### src/rtl/ex_flush_ctrl_pkg.sv
// Shared constants and types for the exception/ERET flush controller.
package ex_flush_ctrl_pkg;

    localparam logic [31:0] EX_VEC_DEF = 32'hbfc00380;
    localparam logic [4:0]  EX_INT     = 5'h00;
    localparam int unsigned CNT_W      = 3;
    localparam int unsigned EXT_W      = 6;

    typedef enum logic [1:0] {
        ST_IDLE  = 2'd0,
        ST_FLUSH = 2'd1,
        ST_REDIR = 2'd2
    } state_t;

    // An interrupt is deliverable when any unmasked line is pending and none is in service.
    function automatic logic int_pending(input logic [7:0] ip, input logic [7:0] im,
                                         input logic ie, input logic exl);
        return (|(ip & im)) & ie & ~exl;
    endfunction

endpackage

### src/rtl/ex_flush_ctrl_int_sync.sv
// Multi-flop synchroniser for asynchronous level signals.
module int_sync #(
    parameter int unsigned WIDTH = 6,
    parameter int unsigned DEPTH = 2
) (
    input  logic             clk,
    input  logic             resetn,
    input  logic [WIDTH-1:0] async_in,
    output logic [WIDTH-1:0] sync_out
);

    logic [WIDTH-1:0] chain [DEPTH];

    always_ff @(posedge clk or negedge resetn) begin
        if (!resetn) begin
            for (int i = 0; i < int'(DEPTH); i++) chain[i] <= '0;
        end else begin
            chain[0] <= async_in;
            for (int i = 1; i < int'(DEPTH); i++) chain[i] <= chain[i-1];
        end
    end

    assign sync_out = chain[DEPTH-1];

endmodule

### src/rtl/ex_flush_ctrl.sv
// Pipeline recovery after exception/ERET commit (flush then PC redirect),
// plus interrupt request generation towards ID.
module ex_flush_ctrl
    import ex_flush_ctrl_pkg::*;
#(
    parameter logic [31:0] EX_VEC    = EX_VEC_DEF,
    parameter int unsigned FLUSH_CYC = 1,
    parameter int unsigned SYNC_STG  = 2
) (
    input  logic        clk,
    input  logic        resetn,
    input  logic        ws_valid,
    input  logic        ws_ex,
    input  logic        ws_eret,
    input  logic [31:0] cp0_epc,
    input  logic        cp0_status_ie,
    input  logic        cp0_status_exl,
    input  logic [7:0]  cp0_status_im,
    input  logic [7:0]  cp0_cause_ip,
    input  logic [5:0]  ext_int_in,
    input  logic        int_ack,
    input  logic        fs_redirect_ack,
    output logic        flush,
    output logic        redirect_valid,
    output logic [31:0] redirect_pc,
    output logic        int_req,
    output logic [5:0]  ext_int_sync,
    output logic        busy
);

    localparam logic [CNT_W-1:0] FLUSH_LOAD = CNT_W'(FLUSH_CYC - 1);

    state_t           state;
    logic [CNT_W-1:0] cnt;
    logic             trig_c;
    logic             has_int_c;

    assign trig_c    = ws_valid & (ws_ex | ws_eret);
    assign has_int_c = int_pending(cp0_cause_ip, cp0_status_im, cp0_status_ie, cp0_status_exl);

    int_sync #(
        .WIDTH (EXT_W),
        .DEPTH (SYNC_STG)
    ) u_int_sync (
        .clk      (clk),
        .resetn   (resetn),
        .async_in (ext_int_in),
        .sync_out (ext_int_sync)
    );

    // Recovery sequencer; int_req is only offered while idle and drops on ack or trigger.
    always_ff @(posedge clk or negedge resetn) begin
        if (!resetn) begin
            state          <= ST_IDLE;
            cnt            <= '0;
            flush          <= 1'b0;
            redirect_valid <= 1'b0;
            redirect_pc    <= EX_VEC;
            int_req        <= 1'b0;
            busy           <= 1'b0;
        end else begin
            int_req <= (state == ST_IDLE) & has_int_c & ~trig_c & ~(int_ack & int_req);
            case (state)
                ST_IDLE: begin
                    if (trig_c) begin
                        state       <= ST_FLUSH;
                        busy        <= 1'b1;
                        flush       <= 1'b1;
                        cnt         <= FLUSH_LOAD;
                        redirect_pc <= ws_ex ? EX_VEC : cp0_epc;
                    end
                end
                ST_FLUSH: begin
                    if (cnt == '0) begin
                        state          <= ST_REDIR;
                        flush          <= 1'b0;
                        redirect_valid <= 1'b1;
                    end else begin
                        cnt <= cnt - 1'b1;
                    end
                end
                ST_REDIR: begin
                    if (fs_redirect_ack) begin
                        state          <= ST_IDLE;
                        redirect_valid <= 1'b0;
                        busy           <= 1'b0;
                    end
                end
                default: begin
                    state          <= ST_IDLE;
                    flush          <= 1'b0;
                    redirect_valid <= 1'b0;
                    busy           <= 1'b0;
                end
            endcase
        end
    end

endmodule

### config.mk
export PLATFORM = sky130hd
export DESIGN_NAME = ex_flush_ctrl
export DESIGN_NICKNAME = d
export VERILOG_FILES = /design/src/rtl/ex_flush_ctrl_pkg.sv /design/src/rtl/ex_flush_ctrl_int_sync.sv /design/src/rtl/ex_flush_ctrl.sv
export SDC_FILE = /design/constraint.sdc
export NUM_CORES = 1
export LEC_CHECK = 0
export ABC_CLOCK_PERIOD_IN_PS = 1290
export BUFFER_PORTS_ARGS = -buffer_cell sky130_fd_sc_hd__buf_2
export CAP_MARGIN = 20
export CORE_UTILIZATION = 41
export DETAILED_ROUTE_END_ITERATION = 8
export GPL_ROUTABILITY_DRIVEN = 1
export GPL_TIMING_DRIVEN = 1
export PLACE_DENSITY = 0.74
export SLEW_MARGIN = 20
export SYNTH_ARGS = -nofsm -noshare
export SYNTH_HDL_FRONTEND = slang
export SYNTH_SLANG_ARGS = --single-unit
### constraint.sdc
create_clock -name clk -period 1.29 [get_ports clk]
set_clock_uncertainty 0.1 [all_clocks]
set_input_delay 0.387 -clock clk [delete_from_list [all_inputs] [get_ports clk]]
set_output_delay 0.387 -clock clk [all_outputs]
set_load 0.05 [all_outputs]
* Word level (Yosys, flattened, before mapping)
Cells that the tools add are included.
** Operators by class
- Add/sub/neg operators :: 1
- Equal/unequal tests :: 6
- Muxes and demuxes :: 15
- Bitwise logic cells :: 15
- Reduce and logical (&&, ||, !) cells :: 10
** Operators by type and width (count)
- $mux W32 :: 1
- $reduce_and A3 Y1 :: 5
- $pmux W1 S3 :: 3
- $and A8 B8 Y8 :: 1
- $ne A2 B2 Y1 const B :: 4
- $reduce_or A8 Y1 :: 1
- $and A1 B1 Y1 :: 7
- $mux W2 :: 3
- $mux W3 :: 2
- $not A1 Y1 :: 6
- $pmux W2 S3 :: 1
- $pmux W3 S2 :: 1
- $mux W1 :: 4
- $logic_not A3 Y1 :: 1
- $sub A3 B1 Y3 const B :: 1
- $eq A2 B1 Y1 const B :: 1
- $eq A2 B2 Y1 const B :: 1
- $logic_not A2 Y1 :: 1
- $reduce_and A2 Y1 :: 1
- $reduce_bool A2 Y1 :: 1
- $or A1 B1 Y1 :: 1
** Storage, ports and cells
- Register bits after elaboration :: 53
- Logic and storage cells :: 56

* Logic depth before layout (Yosys ltp)
- Depth in word-level cells :: 7
- Gate-level depth with buffers :: 6
- Gate-level depth less buffers :: 5

* Modules after synthesis
From an unflattened synthesis, not the netlist that was laid out.
** Second synthesis, totals
- Cell total of the unflattened synthesis :: 208
- Area total of the unflattened synthesis :: 2248.4 um^2
** By module, submodules not included
- ex_flush_ctrl :: times used 1, cells each 190, area an instance 1903.1 um^2, sequential area each 1041.0 um^2
- int_sync :: times used 1, cells each 18, area an instance 345.3 um^2, sequential area each 300.3 um^2

* Worst setup path before layout
OpenSTA, ideal clock, no wires.
- Path kind :: flip-flop to flip-flop
- From :: register cnt[0]
- To :: register cnt[2]
- Library setup time :: 65 ps
- Arrival :: 1236 ps
- Path slack :: -112 ps
- Stages on the path, launching flop included :: 6
- Clock period less this slack :: 1402 ps
- Path through :: dfrtp_1 -> inv_1 -> ha_1 -> or4b_1 -> o21ai_1 -> a22o_1
** Between the ends
- Cells in the longest elaborated chain, start to end :: 3
- Elaborated cells on any way between the ends :: 6
- Those cells by class :: add/sub (1); eq/ne (1); mux (2); reduce/logical (2)
** RTL lines
- from (decl) :: line ex_flush_ctrl.sv:34 : logic [CNT_W-1:0] cnt;
- from (signal assigned) :: line ex_flush_ctrl.sv:79 : cnt <= cnt - 1'b1;
- $sub A3 B1 Y3 / $logic_not A3 Y1 (equally long branches) :: line ex_flush_ctrl.sv:79, ex_flush_ctrl.sv:74
- $mux W3 / $ne A2 B2 Y1 (equally long branches)
- $pmux W3 S2 / $reduce_and A3 Y1 (equally long branches)
Parallel ways exist; a longest one is shown, timed or not. The select of a mux whose other input is x is not followed.
A chain may end at the register's enable or synchronous reset.

* Worst setup path in the final report
- From :: register redirect_pc[31]
- To :: output port redirect_pc[31]
** RTL lines
- from (decl) :: line ex_flush_ctrl.sv:25 : output logic [31:0] redirect_pc,
- from (signal assigned) :: line ex_flush_ctrl.sv:70 : redirect_pc <= ws_ex ? EX_VEC : cp0_epc;
No word-level cell between the ends.

==> summary.md <==
| Metric | Value |
|---|---|
| Clock buffer depth | `2` |
| Worst path required time | `800 ps` |
| Register area share after synthesis | `about three fifths` |
| Status | `finished, violations left` |
| DRC Markers | `0` |
| CTS tree | `done` |
| Die ar. | `approximately 0.0057 mm²` |
| Dominant cells by area after synthesis | `dfrtp_1 (46%), dfstp_2 (14%), o21ai_1 (14%)` |
| IO Pins | `between 100 and 150` |
| Initial Util | `between 40% and 50%` |
| Clock transition at the registers of the reported paths | `around 90 ps` |
| Final ANT Viol Nets | `0` |
| Slowest cell delay on critical path | `between 500 and 600 ps` |
| Avg Cell Area, Syn | `10.5 µm²` |
| Crit-path slowest cell | `dfstp_2` |
| Root Driver | `clkbuf_8` |
| P_leak | `1.72 nW` |
| PwrDens | `2800 mW/mm²` |
| Total GRT Usage | `approximately 19%` |
| Via/cell ratio | `5.00` |
| Final WS setup | `-222 ps` |
| Critical Path End Type | `output port` |
| Final WL | `around 5.7 mm` |
| Setup WS pre-CTS | `-146 ps` |
| Rel. slew slack | `~79%` |
| Share of cells above drive strength 1 | `between 60% and 70%` |
| Worst hold start | `ext_int_in[0]` |
| Pin count of the biggest net entering global routing | `54` |
| Mapped Area | `between 0.002 and 0.0025 mm²` |
| Worst slew pin tran | `~320 ps` |
| Critical path launch point type | `register` |
| Fraction of registers with async set/reset | `100%` |
| Proportion of netlist area held by the largest area contributor | `46.2%` |
| CTS buffer count | `5` |
| Failing checks | `negative setup slack` |
| Fin crit period | `1510 ps` |
| Row cnt | `26` |
| Worst EP arrival | `between 1000 and 1500 ps` |
| FF-to-FF Start | `cnt[0]` |
| Initial antenna violation count | `0` |
| Area Growth Syn to Fin | `66.3%` |
| Final setup fails | `slightly above 60` |
| Crit. Startpoint | `redirect_pc[31]` |
| Final hold viol count | `0` |
| Flops & latches, synth | `53` |
| Antenna Cells | `0` |
| Worst Hold Class | `primary input to register` |
| Fmax | `roughly 0.66 GHz` |
| Buffers on Ports | `about 100` |
| Min Hold Slack | `88.4 ps` |
| CP max FO | `2` |
| Num Clock Sinks | `53` |
| Fin crit share | `117%` |
| Number of global-route vias before repair | `between 1.5k and 2k` |
| Die Y | `approximately 76 µm` |
| RSZ-0062 raised after global routing | `true` |
| Dominant cell type by area after synthesis | `dfrtp_1` |
| Core footprint | `~0.0052 mm²` |
| Slew Viols, Final | `0` |
| Worst path top cell family by delay | `flip-flops` |
| Critical path, cell by cell | `buf_8` |
| Top-count cell post-synth | `o21ai_1` |
| CP Buf/Inv Count | `1` |
| Grt total ovfl | `0` |
| Maximum VDD drop | `about 1500 µV` |
| Pre-antenna DRT Iters | `4` |
| Starting DRC count in detailed routing | `44` |
| Wire per inst | `around 14 µm` |
| Chip width | `75.6 µm` |
| Synth Net Count | `roughly 280` |
| Fin nets | `roughly 400` |
| First-pass GRT wire length | `8.22 mm` |
| # Max-Cap Violations | `0` |
| Reg2Reg Setup Slack | `-160 ps` |
| Via count | `2,041` |
| Top cells by count, synth | `o21ai_1 (62), dfrtp_1 (41), nand2b_1 (21), nor2_1 (15), dfstp_2 (12)` |
| YS warnings | `0` |
| GP Congestion | `0.721` |
| Netlist cell types | `27` |
| Post-synth EDFFs | `0` |
| Crit Path Class | `register to output port` |
| Hpwl dp | `between 3 and 4 mm` |
| Mapped Cells | `approximately 210` |
| Final setup TNS | `-4820 ps` |
| CTS H-Tree Depth | `2` |
| Ys flop type | `dfrtp_1` |
| Clk_lat worst skew | `310 ps` |
## cell families after synthesis
logic type,synth area share (%)
compound gates,20.4
flops,60.5
simple gates,11.2
buf+inv,6.43
fa+ha+maj,1.13
mux,0.451
## state kept, by name, indices dropped and copies added, names as in the netlist
signal,flops
busy,1
cnt,3
flush,1
int_req,1
redirect_pc,32
redirect_valid,1
state,2
u_int_sync.chain,6
u_int_sync.sync_out,6
## final timing paths
| path | end | depth (start not counted) |
|---|---|---|
| worst max-delay path | redirect_pc[31] | 1 |
| worst min-delay path | u_int_sync.chain[6] | 1 |
| worst max register to register | cnt[2] | 5 |
| worst min register to register | u_int_sync.sync_out[2] | 0 |
| max in group asynchronous | redirect_pc[7] | 3 |
| min in group asynchronous | int_req | 3 |
## cell usage in the layout, fill, tap and decap left out, types with 2 or more instances in the layout
| cell type | Yosys | routed |
|---|---|---|
| nor2_1 | 15 | 13 |
| clkbuf_1 | 7 | 2 |
| o21ai_2 | 1 | 35 |
| ha_4 | 0 | 2 |
| a221oi_1 | 2 | 2 |
| o21ai_0 | 8 | 4 |
| inv_2 | 0 | 2 |
| inv_1 | 5 | 3 |
| nand2b_1 | 21 | 21 |
| buf_4 | 6 | 24 |
| clkbuf_8 | 0 | 6 |
| o21ai_1 | 62 | 32 |
| o22ai_2 | 0 | 2 |
| dfrtp_1 | 41 | 41 |
| clkbuf_16 | 0 | 2 |
| buf_8 | 0 | 12 |
| buf_6 | 2 | 32 |
| buf_12 | 0 | 6 |
| nand2_1 | 6 | 5 |
| dfstp_2 | 12 | 12 |
| a22o_1 | 3 | 3 |
| buf_2 | 6 | 62 |
## per-stage QoR
stage               instance area (µm²)  total power [mW]  util, %  std cells
floorplan                          2250              6.05        -        212
global placement                   2880              7.03     55.7        385
detailed placement                 2880              7.10     55.7        385
CTS                                3400              9.35     65.8        403
global route                       3690              10.9     71.3        408
finish                             3690              10.3     71.3        408
## per-layer routing
layer,share of wire (%),global-route usage [%],vias to the layer above
met5,0,0,-
met4,1.5,7.41,0
met3,5.4,4.63,9
met2,50,33.1,81
met1,43,24.2,972
li1,-,-,979
## where the power goes
part	leakage, nW	internal, mW	switching, mW
clock	0.0455	0.439	0.514
combinational	1.04	2.83	3.57
sequential	0.637	2.43	0.554
total	1.72	5.70	4.64
## timing repair
action / in CTS / in global routing
hold endpoints to repair: 41 / 0
setup buffers: 10 / 3
hold buffers: 1 / 0
gates cloned: 0 / 2
setup endpoints to repair: 80 / 78
pin swaps: 6 / 10
resized for setup: 109 / 58
## final cells by class
type                       count  area [µm²]
inverter                       5        18.8
multi-input combinational    133         940
tap                           70        87.6
fill                         365        1480
clock buffer                   8        90.1
sequential                    53        1340
timing repair buffer         139        1210
(Power assumes the default switching activity.)
